===== src/rtl/iterative_chunk_adder.sv =====
// iterative_chunk_adder: multi-cycle add/subtract, CHUNK bits per clock, with valid/ready handshakes
module iterative_chunk_adder #(
    parameter int WIDTH = 8,
    parameter int CHUNK = 2
) (
    input  logic             clk,
    input  logic             rst_n,
    input  logic             in_valid,
    output logic             in_ready,
    input  logic [WIDTH-1:0] in_a,
    input  logic [WIDTH-1:0] in_b,
    input  logic             in_cin,
    input  logic             in_sub,
    output logic             out_valid,
    input  logic             out_ready,
    output logic [WIDTH-1:0] out_sum,
    output logic             out_cout,
    output logic             out_ovf
);
    localparam int NCHUNK = WIDTH / CHUNK;
    localparam int CW = (NCHUNK > 1) ? $clog2(NCHUNK) : 1;

    if (WIDTH < 2 || WIDTH % CHUNK != 0) begin : g_bad_params
        $error("iterative_chunk_adder: WIDTH must be >= 2 and divisible by CHUNK");
    end

    typedef enum logic [1:0] {IDLE, BUSY, DONE} state_t;

    state_t           state_q, state_d;
    logic [WIDTH-1:0] a_q, a_d, b_q, b_d, sum_q, sum_d;
    logic             carry_q, carry_d, cout_q, cout_d, ovf_q, ovf_d;
    logic [CW-1:0]    cnt_q, cnt_d;
    logic [CHUNK:0]   part;
    logic             last;

    always_comb begin
        part = {1'b0, a_q[cnt_q*CHUNK +: CHUNK]} + {1'b0, b_q[cnt_q*CHUNK +: CHUNK]} + {{CHUNK{1'b0}}, carry_q};
        last = cnt_q == CW'(NCHUNK - 1);
        state_d = state_q;
        a_d = a_q;
        b_d = b_q;
        sum_d = sum_q;
        carry_d = carry_q;
        cout_d = cout_q;
        ovf_d = ovf_q;
        cnt_d = cnt_q;
        if (state_q == IDLE && in_valid) begin
            a_d = in_a;
            b_d = in_sub ? ~in_b : in_b;
            carry_d = in_sub ^ in_cin;
            cnt_d = '0;
            state_d = BUSY;
        end else if (state_q == BUSY) begin
            sum_d[cnt_q*CHUNK +: CHUNK] = part[CHUNK-1:0];
            carry_d = part[CHUNK];
            cnt_d = cnt_q + CW'(1);
            if (last) begin
                cout_d = part[CHUNK];
                // carry into the MSB is recovered as a^b^sum at that bit
                ovf_d = a_q[WIDTH-1] ^ b_q[WIDTH-1] ^ part[CHUNK-1] ^ part[CHUNK];
                state_d = DONE;
            end
        end else if (state_q == DONE && out_ready) begin
            state_d = IDLE;
        end
    end

    always_ff @(posedge clk or negedge rst_n) begin
        if (!rst_n) begin
            state_q <= IDLE;
            a_q <= '0;
            b_q <= '0;
            sum_q <= '0;
            carry_q <= 1'b0;
            cout_q <= 1'b0;
            ovf_q <= 1'b0;
            cnt_q <= '0;
        end else begin
            state_q <= state_d;
            a_q <= a_d;
            b_q <= b_d;
            sum_q <= sum_d;
            carry_q <= carry_d;
            cout_q <= cout_d;
            ovf_q <= ovf_d;
            cnt_q <= cnt_d;
        end
    end

    assign in_ready = state_q == IDLE;
    assign out_valid = state_q == DONE;
    assign out_sum = sum_q;
    assign out_cout = cout_q;
    assign out_ovf = ovf_q;
endmodule


===== config.mk =====
export PLATFORM = sky130hd
export DESIGN_NAME = iterative_chunk_adder
export DESIGN_NICKNAME = d
export VERILOG_FILES = /design/src/rtl/iterative_chunk_adder.sv
export SDC_FILE = /design/constraint.sdc
export NUM_CORES = 1
export LEC_CHECK = 0
export CORE_MARGIN = 2
export CORE_UTILIZATION = 40
export CTS_CLUSTER_SIZE = 40
export DETAILED_ROUTE_END_ITERATION = 16
export SLEW_MARGIN = 10
export SYNTH_ARGS = -nofsm -noshare
export SYNTH_HDL_FRONTEND = slang
export SYNTH_SLANG_ARGS = --single-unit

===== constraint.sdc =====
create_clock -name clk -period 7 [get_ports clk]
set_clock_uncertainty 0.1 [all_clocks]
set_input_delay 1.4 -clock clk [delete_from_list [all_inputs] [get_ports clk]]
set_output_delay 1.4 -clock clk [all_outputs]
set_load 0.01 [all_outputs]

# Word level (Yosys, flattened, before mapping)
# Index checks and enable logic that the tools add are counted.
dict set report word_totals {
  word_cells 44
  reg_bits 31
  out_inout_bits 12
  input_bits 22
}
dict set report classes {
  n_shift 4
  reduce_logical 8
  n_eq_ne 4
  n_mux 10
  addsub 4
  bitwise_logic 6
}
# operator n
set op_table {}
lappend op_table {{$neg A3 Y34} 1}
lappend op_table {{$shift A2 B34 Y8 const A} 1}
lappend op_table {{$shiftx A2 B34 Y8} 1}
lappend op_table {{$shiftx A8 B4 Y2} 2}
lappend op_table {{$mux W2} 6}
lappend op_table {{$bwmux W8} 1}
lappend op_table {{$mux W8} 1}
lappend op_table {{$not A8 Y8} 1}
lappend op_table {{$eq A2 B2 Y1 const B} 2}
lappend op_table {{$reduce_and A2 Y1} 2}
lappend op_table {{$xor A1 B1 Y1} 4}
lappend op_table {{$add A2 B2 Y3} 1}
lappend op_table {{$add A3 B1 Y3} 1}
lappend op_table {{$ne A3 B3 Y1 const B} 1}
lappend op_table {{$reduce_and A3 Y1} 1}
lappend op_table {{$reduce_bool A3 Y1} 1}
lappend op_table {{$add A2 B1 Y2 const B} 1}
lappend op_table {{$eq A2 B1 Y1 const B} 1}
lappend op_table {{$logic_and A1 B1 Y1} 2}
lappend op_table {{$logic_not A2 Y1} 1}
lappend op_table {{$mux W1} 2}
lappend op_table {{$reduce_bool A2 Y1} 1}
lappend op_table {{$not A1 Y1} 1}

# Depth between registers and ports, before layout
# Gate-level depths: netlist (run 1).
dict set report depth {
  ltp_word 5
  ltp_mapped 7
  ltp_nobuf 6
}

# Least setup slack after synthesis (run 1)
# OpenSTA, ideal clock, no wires.
dict set report synth_timing {
  kind {register to register}
  startpoint {register cnt_q[0]}
  endpoint {register ovf_q, in the netlist out_ovf}
  period_less_slack_ns 2.639
  path_stages_with_launch 8
  required_ns 6.773
  setup_ns 0.127
  t_arrival_ns 2.411
  setup_slack_ns 4.361
  path_buffers 1
  path_cell_list {dfrtp_1 -> buf_4 -> mux4_2 -> fa_1 -> fa_1 -> xnor2_1 -> xnor2_1 -> o21ai_0}
}
dict set report synth_via {
  elab_chain_cells 5
  elab_cells_between_ends 8
  classes_between {add/sub: 2; eq/ne: 1; shift: 2; bitwise: 2; reduce/logical: 1}
}
# element line
set synth_rtl {}
lappend synth_rtl {{from (decl)} 32} ;# logic [CW-1:0] cnt_q, cnt_d;
lappend synth_rtl {{from (signal assigned)} 86} ;# cnt_q <= cnt_d;
lappend synth_rtl {{$shiftx A8 B4 Y2} 37} ;# part = {1'b0, a_q[cnt_q*CHUNK +: CHUNK]} + {1'b0, b_q[cnt_q*CHUNK +: CHUNK]} + {{CHUNK{1'b0}}, carry_q};
lappend synth_rtl {{$add A2 B2 Y3} 37}
lappend synth_rtl {{$add A3 B1 Y3} 37}
lappend synth_rtl {{$xor A1 B1 Y1 (2 in series)} 60} ;# ovf_d = a_q[WIDTH-1] ^ b_q[WIDTH-1] ^ part[CHUNK-1] ^ part[CHUNK];
lappend synth_rtl {{to (signal assigned)} 85} ;# ovf_q <= ovf_d;
lappend synth_rtl {{to (decl)} 31} ;# logic carry_q, carry_d, cout_q, cout_d, ovf_q, ovf_d;
# Parallel ways exist; a longest one is shown, timed or not.
# A chain may end at the register's enable or synchronous reset.

# Worst setup path in the final report (run 1)
dict set report layout_timing {
  startpoint {register state_q[1]}
  endpoint {output port out_valid}
}
dict set report layout_via {
  elab_chain_cells 1
}
# element line
set layout_rtl {}
lappend layout_rtl {{from (decl)} 29} ;# state_t state_q, state_d;
lappend layout_rtl {{from (signal assigned)} 79} ;# state_q <= state_d;
lappend layout_rtl {{$eq A2 B2 Y1} 91} ;# assign out_valid = state_q == DONE;
lappend layout_rtl {{to (decl)} 14} ;# output logic out_valid,
# Every way passes these cells.

==> results of run 1 <==
## power by group
group	total, mW	internal, mW	switching, mW
clock	0.126	0.0661	0.0596
combinational	0.517	0.292	0.225
sequential	0.352	0.263	0.0895
total	0.995	0.621	0.374
## per-layer routing
layer,vias up,track usage,routed length [um]
li1,519,-,-
met1,495,0.1741,1271
met2,25,0.2254,1483
met3,2,0.04386,141
met4,0,0.03922,14
met5,-,0,0
## cells in the final DEF (no fill, tap or decap)
cell and count:
mux2_1 1, xnor2_1 11, a21o_1 1, o41ai_1 2, nand2b_1 1, a22o_1 4, mux2i_1 1, ha_1 6
xor2_1 1, nand2_1 10, o21ai_1 2, o31ai_1 2, nor3_2 1, nor3b_4 1, buf_4 2, dfrtp_1 31
o21ai_0 3, clkdlybuf4s50_1 33, a21oi_2 8, nor2_1 10, fa_1 2, mux2_4 8, mux4_2 4, nand2b_2 1
o22ai_2 1, clkbuf_1 1, nor4b_4 1, nand3b_4 2, nand3b_1 4, clkbuf_8 5, inv_1 4
## worst max-delay path by stage
stage | end | from | depth (start not counted) | slack [ps]
floorplan | out_ovf | cnt_q[0] | 7 | 4360
global placement | a_q[5] | in_valid | 4 | 4040
detailed placement | a_q[0] | in_valid | 4 | 4030
CTS | out_valid | state_q[1] | 3 | 3930
global route | out_valid | state_q[1] | 3 | 3830
finish | out_valid | state_q[1] | 3 | 3930
## sequential cells by signal (all words and copies together) (netlist names)
register and flops:
out_cout 1, cnt_q 2, state_q 2, a_q 8
out_ovf 1, b_q 8, out_sum 8, carry_q 1
## cell type report
class,count,share of cell area
flip-flops and latches,31,0.3662
clock buffers,6,0.03426
multi-input cells,88,0.3999
inverters,4,0.007088
repair buffers,35,0.1630
well taps,50,0.02953
## cell families after synthesis
family | share of synthesized area
compound gates | 0.1080
xor+xnor | 0.06213
mux | 0.1368
fa+ha+maj | 0.06805
flops | 0.4586
simple gates | 0.1220
buf+inv | 0.04437
## critical path, cell delays in order (launching register included)
cell and delay [ps]:
dfrtp_1 540, inv_1 110, nor2_1 100, clkdlybuf4s50_1 540
==> flow_summary.json, run 1 <==
{
  "status": "finished, final reports clean",
  "reg2reg_slack_ps": 4090,
  "async_reset_ff_frac": 1.000,
  "ys_seq_elements": 31,
  "worstSkewPairLatency_ps": 270,
  "synthDistinctLibCells": 32,
  "synth_ff_type": "dfrtp_1",
  "drv_cap": 0,
  "first_pass_iters": 3,
  "place_ws_ps": 4026,
  "cts_max_path_buffers": 2,
  "slew_headroom": 0.5836,
  "critPathMaxFanout": 10,
  "synth_common_cells": "dfrtp_1, xnor2_1, nand2_1, nor2_1",
  "num_vias": 1041,
  "final_core_util": 0.5258,
  "grt_setup_unrepaired": "no",
  "clock-root-buffer": "clkbuf_8",
  "synth_top_area_frac": 0.4586,
  "cts_hold_buf": 0,
  "critPathArrivalTime_ps": 1570,
  "regArea_sq_um": 775.7,
  "syn_avg_cell_area_sq_um": 13.11,
  "drive_gt1_frac": 0.2073,
  "cts_made_buffers": 5,
  "yosys_warnings": 0,
  "worst_pin_slew_ps": 624.5,
  "globalplace.congestion": 0.6917,
  "reg2reg_from": "cnt_q[0]",
  "drv_slew": 0,
  "drc": 0,
  "multi_input_area_sq_um": 847.1,
  "synth_edf_count": 0,
  "power_mw": 0.9948,
  "grt_max_degree": 32,
  "fillers": 375,
  "die_x_um": 69.03,
  "num_io_pins": 34,
  "area_growth_pct": 25.22,
  "syn_inst": 129,
  "tns_ps": 0,
  "seq_area_frac_synth": 0.4586,
  "r2r_cells": 6,
  "cts.clk_slew.worst_paths_ps": 60,
  "whs_ps": 380.3,
  "ir_worst_vdd_v": 0.0001852,
  "grt_pass1_vias": 1087,
  "synth_area_sq_um": 1692,
  "final.period_utilization": 0.4385,
  "clkSinkCount": 31,
  "dpl_cell_area_sq_um": 2046,
  "antennaDiodeCount": 0,
  "post_drt_wl_per_cell_um": 13.60,
  "yosys-top-cells-area": "dfrtp_1, mux2_4, xnor2_1",
  "worstSetupPathType": "reg2out",
  "startpoint_type": "flop",
  "hp-class": "reg2reg",
  "reg2reg_to": "out_ovf",
  "min_period_ps": 3070,
  "via_per_inst": 4.864,
  "cts_tree": "yes",
  "worstHoldStart": "out_sum[5]",
  "die_area_sq_um": 4765,
  "setup_viol": 0,
  "port_buffers": 33,
  "final_nets": 195,
  "dp_cells": 208,
  "htree_levels": 2,
  "start_util": 0.4199,
  "finalWirelength_um": 2910,
  "layout_setup_ws_ps": 3930,
  "dp_hpwl_um": 2217,
  "ant_nets": 0,
  "num_rows": 23,
  "fin_area_sq_um": 2118,
  "drtIter0Drc": 17,
  "syn_nets": 159,
  "finalNonFillerCells": 214,
  "cts_setup_buffers": 0,
  "hold_path_end": "out_sum[5]",
  "cp.required_ps": 5500,
  "cts_resized": 0,
  "grt_antenna_before_repair": 0,
  "synth_most_common_cell": "dfrtp_1",
  "p_leak_nw": 0.8838,
  "synth_area_leader_cell": "dfrtp_1",
  "die_h_um": 69.03,
  "clock.fmax_ghz": 0.3258,
  "worst_setup_path_end_kind": "primary output",
  "holdPathStages": 2,
  "p_per_area_nw_per_um2": 469.6,
  "grt_pass1_wl_um": 5216,
  "track_usage": 0.1373,
  "fp.coreArea_sq_um": 4029,
  "report.final.hold_viol_count": 0,
  "gr-total-overflow": 0
}
No activity file was read; power rests on OpenSTA's default activity.
==> run 2: changes to the inputs <==
- PLACE_DENSITY: not set -> 0.67
- clock period: 7 -> 2.71 ns (I/O delays scaled with it)
==> run 2 against run 1 <==
  * Clock power rose to 3.5 times the previous value
  * Largest cell class unchanged
  * Count of clock-buffer cells in the layout did not move
  * Combinational power rose to 2.8 times the previous value
  * Via count grew 2.7%
  * Critical endpoint is now out_ovf
  * Worst hold slack better by 0.91 ps
==> flow_summary.json, run 2 (synthesized netlist as in run 1, its figures left out) <==
{
  "clock.fmax_ghz": 0.3937,
  "port_buffers": 33,
  "worst_pin_slew_ps": 504.3,
  "layout_setup_ws_ps": 169.8,
  "p_switching_mw": 1.013,
  "clock_power_share": 0.158,
  "drive_gt1_frac": 0.2395,
  "cts_setup_buffers": 0,
  "setup_viol": 0,
  "globalplace.congestion": 0.7808,
  "reg2reg_slack_ps": 170,
  "crit_top_cell": "xnor2_1",
  "finalNonFillerCells": 217,
  "cts_tree": "yes",
  "final.period_utilization": 0.9373,
  "gr-total-overflow": 0,
  "num_io_pins": 34,
  "cp-startpoint": "cnt_q[0]",
  "ant_nets": 0,
  "final_nets": 197,
  "worstSetupPathType": "reg2reg",
  "die_area_sq_um": 4765,
  "report.final.hold_viol_count": 0,
  "place_ws_ps": 78.40,
  "drv_cap": 0,
  "drc": 0,
  "slowest_delay_ps": 590,
  "min_period_ps": 2540,
  "first_pass_iters": 4,
  "clkSinkCount": 31,
  "reg2reg_to": "out_ovf",
  "fp.coreArea_sq_um": 4029,
  "grt_setup_unrepaired": "no",
  "grt_antenna_before_repair": 0,
  "crit_slowest_cell": "fa_2",
  "clock-root-buffer": "clkbuf_8",
  "dpl_cell_area_sq_um": 2061,
  "worstSkewPairLatency_ps": 280,
  "num_rows": 23,
  "power.share.combinational": 0.523,
  "cts_max_path_buffers": 2,
  "p_leak_nw": 0.9116,
  "seqPwrFrac": 0.319,
  "area_growth_pct": 28.55,
  "track_usage": 0.1464,
  "crit_chain": "mux4_2, fa_1, fa_2, xnor2_1, xnor2_1, o21ai_0",
  "cp.required_ps": 2770,
  "switching_share": 0.3678,
  "fin_area_sq_um": 2175,
  "cts.clk_slew.worst_paths_ps": 70,
  "ir_worst_vdd_v": 0.0005173,
  "grt_pass1_vias": 1147,
  "r2r_cells": 6,
  "start_util": 0.4199,
  "tns_ps": 0,
  "drv_slew": 0,
  "final_cell_mix": "clkdlybuf4s50_1, dfrtp_1, xnor2_1",
  "hp-class": "reg2reg",
  "slew_headroom": 0.6638,
  "cp-endpoint": "out_ovf",
  "drtIter0Drc": 39,
  "fillers": 362,
  "regArea_sq_um": 777.0,
  "dp_hpwl_um": 2307,
  "critPathMaxFanout": 4,
  "grt_max_degree": 32,
  "status": "finished, final reports clean",
  "worst_setup_path_end_kind": "flop",
  "post_drt_wl_per_cell_um": 14.12,
  "internal_power_mw": 1.741,
  "via_per_inst": 4.926,
  "die_x_um": 69.03,
  "antennaDiodeCount": 0,
  "grt_pass1_wl_um": 5471,
  "finalWirelength_um": 3063,
  "critPathArrivalTime_ps": 2600,
  "multi_input_area_sq_um": 857.1,
  "layout_commonest_cell": "clkdlybuf4s50_1",
  "startpoint_type": "flop",
  "cts_made_buffers": 5,
  "p_per_area_nw_per_um2": 1266,
  "die_h_um": 69.03,
  "dp_cells": 210,
  "reg2reg_from": "cnt_q[0]",
  "num_vias": 1069,
  "htree_levels": 2,
  "power_mw": 2.754
}
## run 2: worst min path at each step
| stage | endpoint | slack, ps | cells after the start | from |
|---|---|---|---|---|
| 2_1_floorplan | a_q[0] | 150 | 0 | rst_n |
| 3_3_place_gp | out_sum[2] | 370 | 2 | out_sum[2] |
| 3_5_place_dp | out_sum[4] | 380 | 2 | out_sum[4] |
| 4_1_cts | out_sum[2] | 390 | 2 | out_sum[2] |
| 5_1_grt | out_sum[7] | 410 | 1 | out_sum[7] |
| 6_report | out_sum[4] | 380 | 2 | out_sum[4] |
## run 2: power by group through the flow
stage / Clock [mW] / Combinational (mW) / Sequential [mW]
final: 0.436 / 1.44 / 0.878
after global routing: 0.468 / 1.61 / 0.916
after CTS: 0.444 / 1.43 / 0.884
after detailed placement: 0 / 1.42 / 0.890
after global placement: 0 / 1.37 / 0.882
after floorplan: 0 / 1.09 / 0.834
## run 2: layout make-up
class / count / area share
Clock inverter: 1 / 0.01381
Sequential cell: 31 / 0.3573
Inverter: 4 / 0.006904
Multi-Input combinational cell: 88 / 0.3941
Tap cell: 50 / 0.02877
Timing Repair Buffer: 37 / 0.1657
Clock buffer: 6 / 0.03337
## run 2: critical path: cells and delay by family, from the launching register on
family	cells	cell delay, ps
xor gates and xnor gates	2	280
DFF	1	420
muxes	1	530
AOI/OAI and AO/OA	1	80
adders and majority gates	2	1010
## run 2: per-layer routing
| layer | track usage | part of all wire |
|---|---|---|
| met5 | 0 | 0 |
| met4 | 0.05882 | 0.015 |
| met1 | 0.1782 | 0.43 |
| met2 | 0.2479 | 0.52 |
| met3 | 0.03655 | 0.041 |
## run 2: per-stage QoR
stage	util	hold WS, ps
floorplan	-	146.4
global placement	0.5115	365.1
detailed placement	0.5115	377.2
CTS	0.5370	391.4
global route	0.5398	414.3
finish	0.5398	381.2
## run 2: repair_timing
item | in CTS | in global routing
hold buffers | 0 | 0
hold endpoints to repair | 0 | 0
endpoints found under the setup margin | 0 | 3
resized for setup | 0 | 3
